$ cat config.mk
export PLATFORM = sky130hd
export DESIGN_NAME = prog_sequencer_flat
export DESIGN_NICKNAME = d
export VERILOG_FILES = /design/src/rtl/prog_sequencer_pkg.sv /design/src/rtl/prog_sequencer_if.sv /design/src/rtl/prog_sequencer_stack.sv /design/src/rtl/prog_sequencer.sv /design/src/flat_wrapper.sv
export SDC_FILE = /design/constraint.sdc
export NUM_CORES = 1
export LEC_CHECK = 0
export CAP_MARGIN = 20
export CORE_ASPECT_RATIO = 1.5
export CORE_MARGIN = 2
export CORE_UTILIZATION = 60
export CTS_BUF_LIST = sky130_fd_sc_hd__clkbuf_16
export CTS_CLUSTER_DIAMETER = 30
export DETAILED_ROUTE_END_ITERATION = 8
export PLACE_DENSITY = 0.82
export SYNTH_ARGS = -nofsm -noshare
export SYNTH_HDL_FRONTEND = slang
export SYNTH_HIERARCHICAL = 1
export SYNTH_SLANG_ARGS = --single-unit
$ cat constraint.sdc
create_clock -name clk -period 5.9 [get_ports clk]
set_input_delay 1.18 -clock clk [delete_from_list [all_inputs] [get_ports clk]]
set_output_delay 1.18 -clock clk [all_outputs]
set_load 0.1 [all_outputs]
$ cat src/rtl/prog_sequencer_pkg.sv
// Shared types and defaults for the program-flow sequencer.
package prog_sequencer_pkg;

    // Sequencer control states.
    typedef enum logic [1:0] {
        RUN   = 2'd0,
        HALT  = 2'd1,
        STEP  = 2'd2,
        FAULT = 2'd3
    } seq_state_t;

    localparam int SEQ_PROG_MEM_LENGTH = 8;
    localparam int SEQ_STACK_DEPTH     = 8;
    localparam int SEQ_RESET_VEC       = 0;

    // Width of a stack level count: must represent 0..depth inclusive.
    function automatic int stack_ptr_w(input int depth);
        return $clog2(depth) + 1;
    endfunction

endpackage

$ cat src/rtl/prog_sequencer_if.sv
// Decoder/debugger-facing bundle of the program-flow sequencer.
interface prog_sequencer_if #(
    parameter int PML = 8,
    parameter int LW  = 4
);
    logic           rstPC;
    logic           cePC;
    logic           wrJumpAdr;
    logic [PML-1:0] jumpAdr;
    logic           call;
    logic           ret;
    logic           dbgHalt;
    logic           dbgStep;
    logic [PML-1:0] adrProgMem;
    logic           execEn;
    logic           halted;
    logic           stackFault;
    logic [LW-1:0]  stackLevel;

    // Decoder / debug side: drives strobes, observes the sequencer.
    modport master (
        output rstPC, cePC, wrJumpAdr, jumpAdr, call, ret, dbgHalt, dbgStep,
        input  adrProgMem, execEn, halted, stackFault, stackLevel
    );

    // Sequencer side.
    modport slave (
        input  rstPC, cePC, wrJumpAdr, jumpAdr, call, ret, dbgHalt, dbgStep,
        output adrProgMem, execEn, halted, stackFault, stackLevel
    );
endinterface

$ cat src/rtl/prog_sequencer_stack.sv
// Return-address LIFO: small register array, level counter doubles as pointer.
module seq_stack
    import prog_sequencer_pkg::*;
#(
    parameter int W     = 8,
    parameter int DEPTH = 8
) (
    input  logic                          clk,
    input  logic                          rst,
    input  logic                          clr,
    input  logic                          push,
    input  logic                          pop,
    input  logic [W-1:0]                  din,
    output logic [W-1:0]                  dout,
    output logic [stack_ptr_w(DEPTH)-1:0] level,
    output logic                          full,
    output logic                          empty
);
    localparam int LW  = stack_ptr_w(DEPTH);
    localparam int PTR = $clog2(DEPTH);

    logic [W-1:0]   mem_q [DEPTH];
    logic [LW-1:0]  level_q;
    logic [PTR-1:0] wr_idx;
    logic [PTR-1:0] rd_idx;

    // The low bits of the level are the next free slot; top sits one below.
    // When full the low bits wrap to 0, so the top still lands on DEPTH-1.
    assign wr_idx = level_q[PTR-1:0];
    assign rd_idx = level_q[PTR-1:0] - PTR'(1);

    assign dout  = mem_q[rd_idx];
    assign level = level_q;
    assign full  = (level_q == LW'(DEPTH));
    assign empty = (level_q == '0);

    // Entry storage; entries are not reset because level gates visibility.
    always_ff @(posedge clk) begin
        if (push && !full) begin
            mem_q[wr_idx] <= din;
        end
    end

    // Occupancy counter; clear and reset both empty the stack.
    always_ff @(posedge clk) begin
        if (rst || clr) begin
            level_q <= '0;
        end else if (push && !full) begin
            level_q <= level_q + LW'(1);
        end else if (pop && !empty) begin
            level_q <= level_q - LW'(1);
        end
    end

endmodule

$ cat src/rtl/prog_sequencer.sv
// Program counter, return stack and debug halt/step control for the 8-bit core.
module prog_sequencer
    import prog_sequencer_pkg::*;
#(
    parameter int prog_mem_length = SEQ_PROG_MEM_LENGTH,
    parameter int STACK_DEPTH     = SEQ_STACK_DEPTH,
    parameter int RESET_VEC       = SEQ_RESET_VEC
) (
    input  logic          clk,
    input  logic          rst,
    prog_sequencer_if.slave bus
);
    localparam int PW = prog_mem_length;
    localparam int LW = stack_ptr_w(STACK_DEPTH);
    localparam logic [PW-1:0] RV = PW'(RESET_VEC);

    seq_state_t    state_q;
    logic [PW-1:0] pc_q;
    logic [PW-1:0] pc_d;
    logic          exec_en_q;
    logic          halted_q;
    logic          fault_q;

    logic          stk_clr;
    logic          stk_push;
    logic          stk_pop;
    logic [PW-1:0] stk_top;
    logic [LW-1:0] stk_level;
    logic          stk_full;
    logic          stk_empty;
    logic          fault_ev;
    logic [PW-1:0] pc_inc;

    assign pc_inc = pc_q + PW'(1);

    // Flow strobes only act while the registered execEn is high (RUN/STEP).
    // rstPC masks everything; ret masks call.
    assign stk_clr  = exec_en_q && bus.rstPC;
    assign stk_pop  = exec_en_q && !bus.rstPC && bus.ret && !stk_empty;
    assign stk_push = exec_en_q && !bus.rstPC && !bus.ret && bus.call && !stk_full;
    assign fault_ev = exec_en_q && !bus.rstPC &&
                      ((bus.ret && stk_empty) || (!bus.ret && bus.call && stk_full));

    seq_stack #(
        .W     (PW),
        .DEPTH (STACK_DEPTH)
    ) u_stack (
        .clk   (clk),
        .rst   (rst),
        .clr   (stk_clr),
        .push  (stk_push),
        .pop   (stk_pop),
        .din   (pc_inc),
        .dout  (stk_top),
        .level (stk_level),
        .full  (stk_full),
        .empty (stk_empty)
    );

    // Next PC with priority rstPC > ret > call > wrJumpAdr > cePC > hold.
    // A faulting ret/call leaves the PC where it is.
    always_comb begin
        pc_d = pc_q;
        if (exec_en_q) begin
            if (bus.rstPC) begin
                pc_d = RV;
            end else if (bus.ret) begin
                if (!stk_empty) pc_d = stk_top;
            end else if (bus.call) begin
                if (!stk_full) pc_d = bus.jumpAdr;
            end else if (bus.wrJumpAdr) begin
                pc_d = bus.jumpAdr;
            end else if (bus.cePC) begin
                pc_d = pc_inc;
            end
        end
    end

    // Control FSM; execEn/halted are registered from the state being entered.
    always_ff @(posedge clk) begin
        if (rst) begin
            state_q   <= RUN;
            pc_q      <= RV;
            exec_en_q <= 1'b1;
            halted_q  <= 1'b0;
            fault_q   <= 1'b0;
        end else begin
            pc_q <= pc_d;
            if (fault_ev) begin
                fault_q <= 1'b1;
            end
            case (state_q)
                RUN, STEP: begin
                    if (fault_ev) begin
                        state_q   <= FAULT;
                        exec_en_q <= 1'b0;
                        halted_q  <= 1'b0;
                    end else if (bus.dbgHalt) begin
                        state_q   <= HALT;
                        exec_en_q <= 1'b0;
                        halted_q  <= 1'b1;
                    end else begin
                        state_q   <= RUN;
                        exec_en_q <= 1'b1;
                        halted_q  <= 1'b0;
                    end
                end
                HALT: begin
                    if (!bus.dbgHalt) begin
                        state_q   <= RUN;
                        exec_en_q <= 1'b1;
                        halted_q  <= 1'b0;
                    end else if (bus.dbgStep) begin
                        state_q   <= STEP;
                        exec_en_q <= 1'b1;
                        halted_q  <= 1'b0;
                    end else begin
                        state_q   <= HALT;
                        exec_en_q <= 1'b0;
                        halted_q  <= 1'b1;
                    end
                end
                default: begin
                    state_q   <= FAULT;
                    exec_en_q <= 1'b0;
                    halted_q  <= 1'b0;
                end
            endcase
        end
    end

    assign bus.adrProgMem = pc_q;
    assign bus.execEn     = exec_en_q;
    assign bus.halted     = halted_q;
    assign bus.stackFault = fault_q;
    assign bus.stackLevel = stk_level;

endmodule

$ cat src/flat_wrapper.sv
// flat-port wrapper written by rule: the top's interface ports become plain ports
module prog_sequencer_flat import prog_sequencer_pkg::*;
#(
    parameter int prog_mem_length = SEQ_PROG_MEM_LENGTH,
    parameter int STACK_DEPTH     = SEQ_STACK_DEPTH,
    parameter int RESET_VEC       = SEQ_RESET_VEC
)
  (clk, rst, bus_rstPC, bus_cePC, bus_wrJumpAdr, bus_jumpAdr, bus_call, bus_ret, bus_dbgHalt, bus_dbgStep, bus_adrProgMem, bus_execEn, bus_halted, bus_stackFault, bus_stackLevel);
  prog_sequencer_if #(.PML(8), .LW(4)) bus_i ();
  input  logic clk;
  input  logic rst;
  input wire logic [$bits(bus_i.rstPC)-1:0] bus_rstPC;
  input wire logic [$bits(bus_i.cePC)-1:0] bus_cePC;
  input wire logic [$bits(bus_i.wrJumpAdr)-1:0] bus_wrJumpAdr;
  input wire logic [$bits(bus_i.jumpAdr)-1:0] bus_jumpAdr;
  input wire logic [$bits(bus_i.call)-1:0] bus_call;
  input wire logic [$bits(bus_i.ret)-1:0] bus_ret;
  input wire logic [$bits(bus_i.dbgHalt)-1:0] bus_dbgHalt;
  input wire logic [$bits(bus_i.dbgStep)-1:0] bus_dbgStep;
  output wire logic [$bits(bus_i.adrProgMem)-1:0] bus_adrProgMem;
  output wire logic [$bits(bus_i.execEn)-1:0] bus_execEn;
  output wire logic [$bits(bus_i.halted)-1:0] bus_halted;
  output wire logic [$bits(bus_i.stackFault)-1:0] bus_stackFault;
  output wire logic [$bits(bus_i.stackLevel)-1:0] bus_stackLevel;
  assign bus_i.rstPC = bus_rstPC;
  assign bus_i.cePC = bus_cePC;
  assign bus_i.wrJumpAdr = bus_wrJumpAdr;
  assign bus_i.jumpAdr = bus_jumpAdr;
  assign bus_i.call = bus_call;
  assign bus_i.ret = bus_ret;
  assign bus_i.dbgHalt = bus_dbgHalt;
  assign bus_i.dbgStep = bus_dbgStep;
  assign bus_adrProgMem = bus_i.adrProgMem;
  assign bus_execEn = bus_i.execEn;
  assign bus_halted = bus_i.halted;
  assign bus_stackFault = bus_i.stackFault;
  assign bus_stackLevel = bus_i.stackLevel;
  prog_sequencer #(.prog_mem_length(prog_mem_length), .STACK_DEPTH(STACK_DEPTH), .RESET_VEC(RESET_VEC)) u_core (.clk(clk), .rst(rst), .bus(bus_i));
endmodule
==> impl_metrics.yaml <==
status:
  outcome: "completed"
synth:
  syn_area_per_cell_sq_um: 14.8
  yosysMostFrequentCell: "edfxtp_1"
  yosysSeqAreaShare: 0.598
  synthTopCellsByArea: "edfxtp_1 51%, mux4_2 9.5%, dfxtp_1 9.0%, mux2_2 2.4%, nor2_1 2.1%"
  yosysWarnings: 6
  yosysTopAreaCell: "edfxtp_1"
  synth_flop_cell: "edfxtp_1"
  synthTopCellsByCount: "64 x edfxtp_1, 21 x nor2_1, 17 x dfxtp_1"
  synth_area_sq_mm: 0.00378
  syn_inst: 256
  netlist.area_leader.share: 0.508
  ys_async_sr_fraction: 0
  synth_enable_flop_cells: 64
  synth_seq_cells: 81
  ys_types: 57
  syn-num-nets: 278
critical_path:
  arrival_ps: 3930
  path_class: "in -> reg"
  required_ps: 6110
  cp_slowest_cell: "clkdlybuf4s50_1"
  cpPeakStageDelay_ps: 780
  path_buf_inv: 2
  cpLargestDelayFamily: "buffers and inverters"
  critPathMaxFanout: 23
  crit_path_end_kind: "flop"
  path_cells: "clkdlybuf4s50_1 > nor4b_1 > buf_4 > nand2b_1 > ha_1 > a21o_1 > a2111oi_2 > a31o_1 > a211oi_2"
  start_kind: "primary input"
floorplanning:
  coreArea_sq_mm: 0.00613
  die_h_microns: 101
  initial_core_util: 0.617
  die_w_microns: 68.8
  io_pins: 32
  dieArea_sq_mm: 0.00696
  rows: 35
sta:
  fmax_mhz: 268
  hold_viol_final: 0
  rsz0062_at_grt: "no"
  setup_viol: 0
  worstMarginPinSlew_ps: 1010
  hold_slack_ps: 479
  maxSlewHeadroom: 0.321
  drv_slew: 0
  finalCritPeriodShare: 0.632
  finClkSkew_ps: 5.68
  period_minus_slack_ps: 3730
  worst_slack_ps: 2170
  fin_tns_setup_ps: 0
routing:
  drc: 0
  drt-initial-drc-count: 186
  via_count: 2362
  drt-vias-per-instance: 6.37
  firstDrtPassIters: 4
  wl_per_cell_microns: 21.2
  wirelength_microns: 7850
  ant_nets: 0
layout:
  num_antenna_cells: 0
  layout-drive-gt1-share: 0.185
  nets: 314
  post-route-util: 0.722
  area_delta_synth_final_pct: 17.1
hold_path:
  min_path_type: "reg -> reg"
clocking:
  htreeDepth: 3
  clock_sinks: 81
  clockBufferDepth: 2
  cts_resized: 0
  postCtsSetupBuffers: 0
  cts_tree: "done"
  clkTransAtPathRegs_ps: 60
  cts_buffers: 9
  cts_hold_buf: 0
  cts-root-buf: "clkbuf_16"
  worstSkewPairLatency_ps: 330
pwr:
  leakagePower_nw: 1.46
  power_mw: 1.28
  power_density_mw_per_mm2: 289
  vdd_drop_max_mv: 0.184
place:
  dp_hpwl_microns: 5490
  place_congestion: 0.851
  port_buffers: 31
  place_ws_ps: 1850
global_route:
  track_usage: 0.252
  first_global_vias: 2379
  grt-ovfl-total: 0
  grt_max_degree: 26
  antenna_found_initial: 0
  grt_pass1_wl_microns: 12300
run:
  max_cap_violations: 0
-- per-layer routing --
metal / routed length [microns] / GRT usage / up-vias
li1: - / - / 1077
met1: 3150 / 0.314 / 1204
met2: 4240 / 0.427 / 67
met3: 297 / 0.0556 / 14
met4: 155 / 0.0890 / 0
met5: 0 / 0 / -
-- layout by cell type, fill, tap and decap left out, types with 4 or more instances in the layout --
| cell | synthesis | final |
|---|---|---|
| edfxtp_1 | 64 | 64 |
| nor2_1 | 21 | 21 |
| nand2_1 | 11 | 11 |
| nor2b_1 | 4 | 4 |
| ha_1 | 4 | 4 |
| mux4_2 | 16 | 16 |
| dfxtp_1 | 17 | 17 |
| nand2b_1 | 12 | 12 |
| a211oi_1 | 4 | 4 |
| clkdlybuf4s50_1 | 0 | 31 |
| a21oi_1 | 5 | 5 |
| mux2_2 | 8 | 8 |
| inv_1 | 8 | 8 |
| nand3_1 | 4 | 4 |
| nor3_1 | 8 | 8 |
| xnor2_1 | 4 | 4 |
| clkbuf_16 | 0 | 9 |
-- metrics by stage --
step / std cells / instance area, sq um
3_5_place_dp: 353 / 4120
3_3_place_gp: 353 / 4120
4_1_cts: 369 / 4420
6_report: 371 / 4430
2_1_floorplan: 256 / 3780
5_1_grt: 371 / 4430
-- final timing paths --
kind / slack [ps] / start / depth (start not counted) / endpoint
worst max-delay path: 2170 / bus_ret / 9 / u_core/u_stack/level[3]
worst max register to register: 2430 / u_core/u_stack/level[0] / 13 / u_core/u_stack/level[3]
worst min register to register: 480 / u_core/bus.stackFault / 2 / u_core/bus.stackFault
worst min-delay path: 480 / u_core/bus.stackFault / 2 / u_core/bus.stackFault
-- worst reg2reg max path, stage by stage (launching register included) --
cell	delay, ps
dfxtp_1	300
buf_4	370
inv_1	130
ha_1	280
nor2b_1	190
and2_1	240
nor4b_1	310
buf_4	220
nand2b_1	120
ha_1	290
a21o_1	200
a2111oi_2	440
a31o_1	180
a211oi_2	70
-- registers in the layout (all words and copies together), names as in the netlist --
signal and cells:
u_core/u_stack/mem_q 64, u_core/bus.adrProgMem 8, u_core/u_stack/level 4, u_core/state_q 2, u_core/bus.execEn 1, u_core/bus.halted 1, u_core/bus.stackFault 1
-- logic make-up after synthesis --
| family | count (synthesis) | synth area share |
|---|---|---|
| DFF | 81 | 0.598 |
| and+or+nand+nor | 77 | 0.110 |
| AOI/OAI and AO/OA | 40 | 0.0960 |
| muxes | 28 | 0.131 |
| buffers and inverters | 18 | 0.0281 |
| xor gates and xnor gates | 7 | 0.0182 |
| adders and majority gates | 5 | 0.0185 |
-- report_power, final --
group | switching (mW) | total, mW | internal (mW)
sequential | 0.00705 | 0.630 | 0.623
clock | 0.213 | 0.540 | 0.327
combinational | 0.0711 | 0.109 | 0.0377
total | 0.291 | 1.28 | 0.987
-- cell type report --
type,count,area [sq um]
Sequential cell,81,2260
Clock buffer,9,225
Timing Repair Buffer,35,335
Fill cell,401,1700
Clock inverter,7,70.1
Multi-Input combinational cell,157,1410
Tap cell,74,92.6
Inverter,8,30.0
Power figures use the tool's default switching activity.
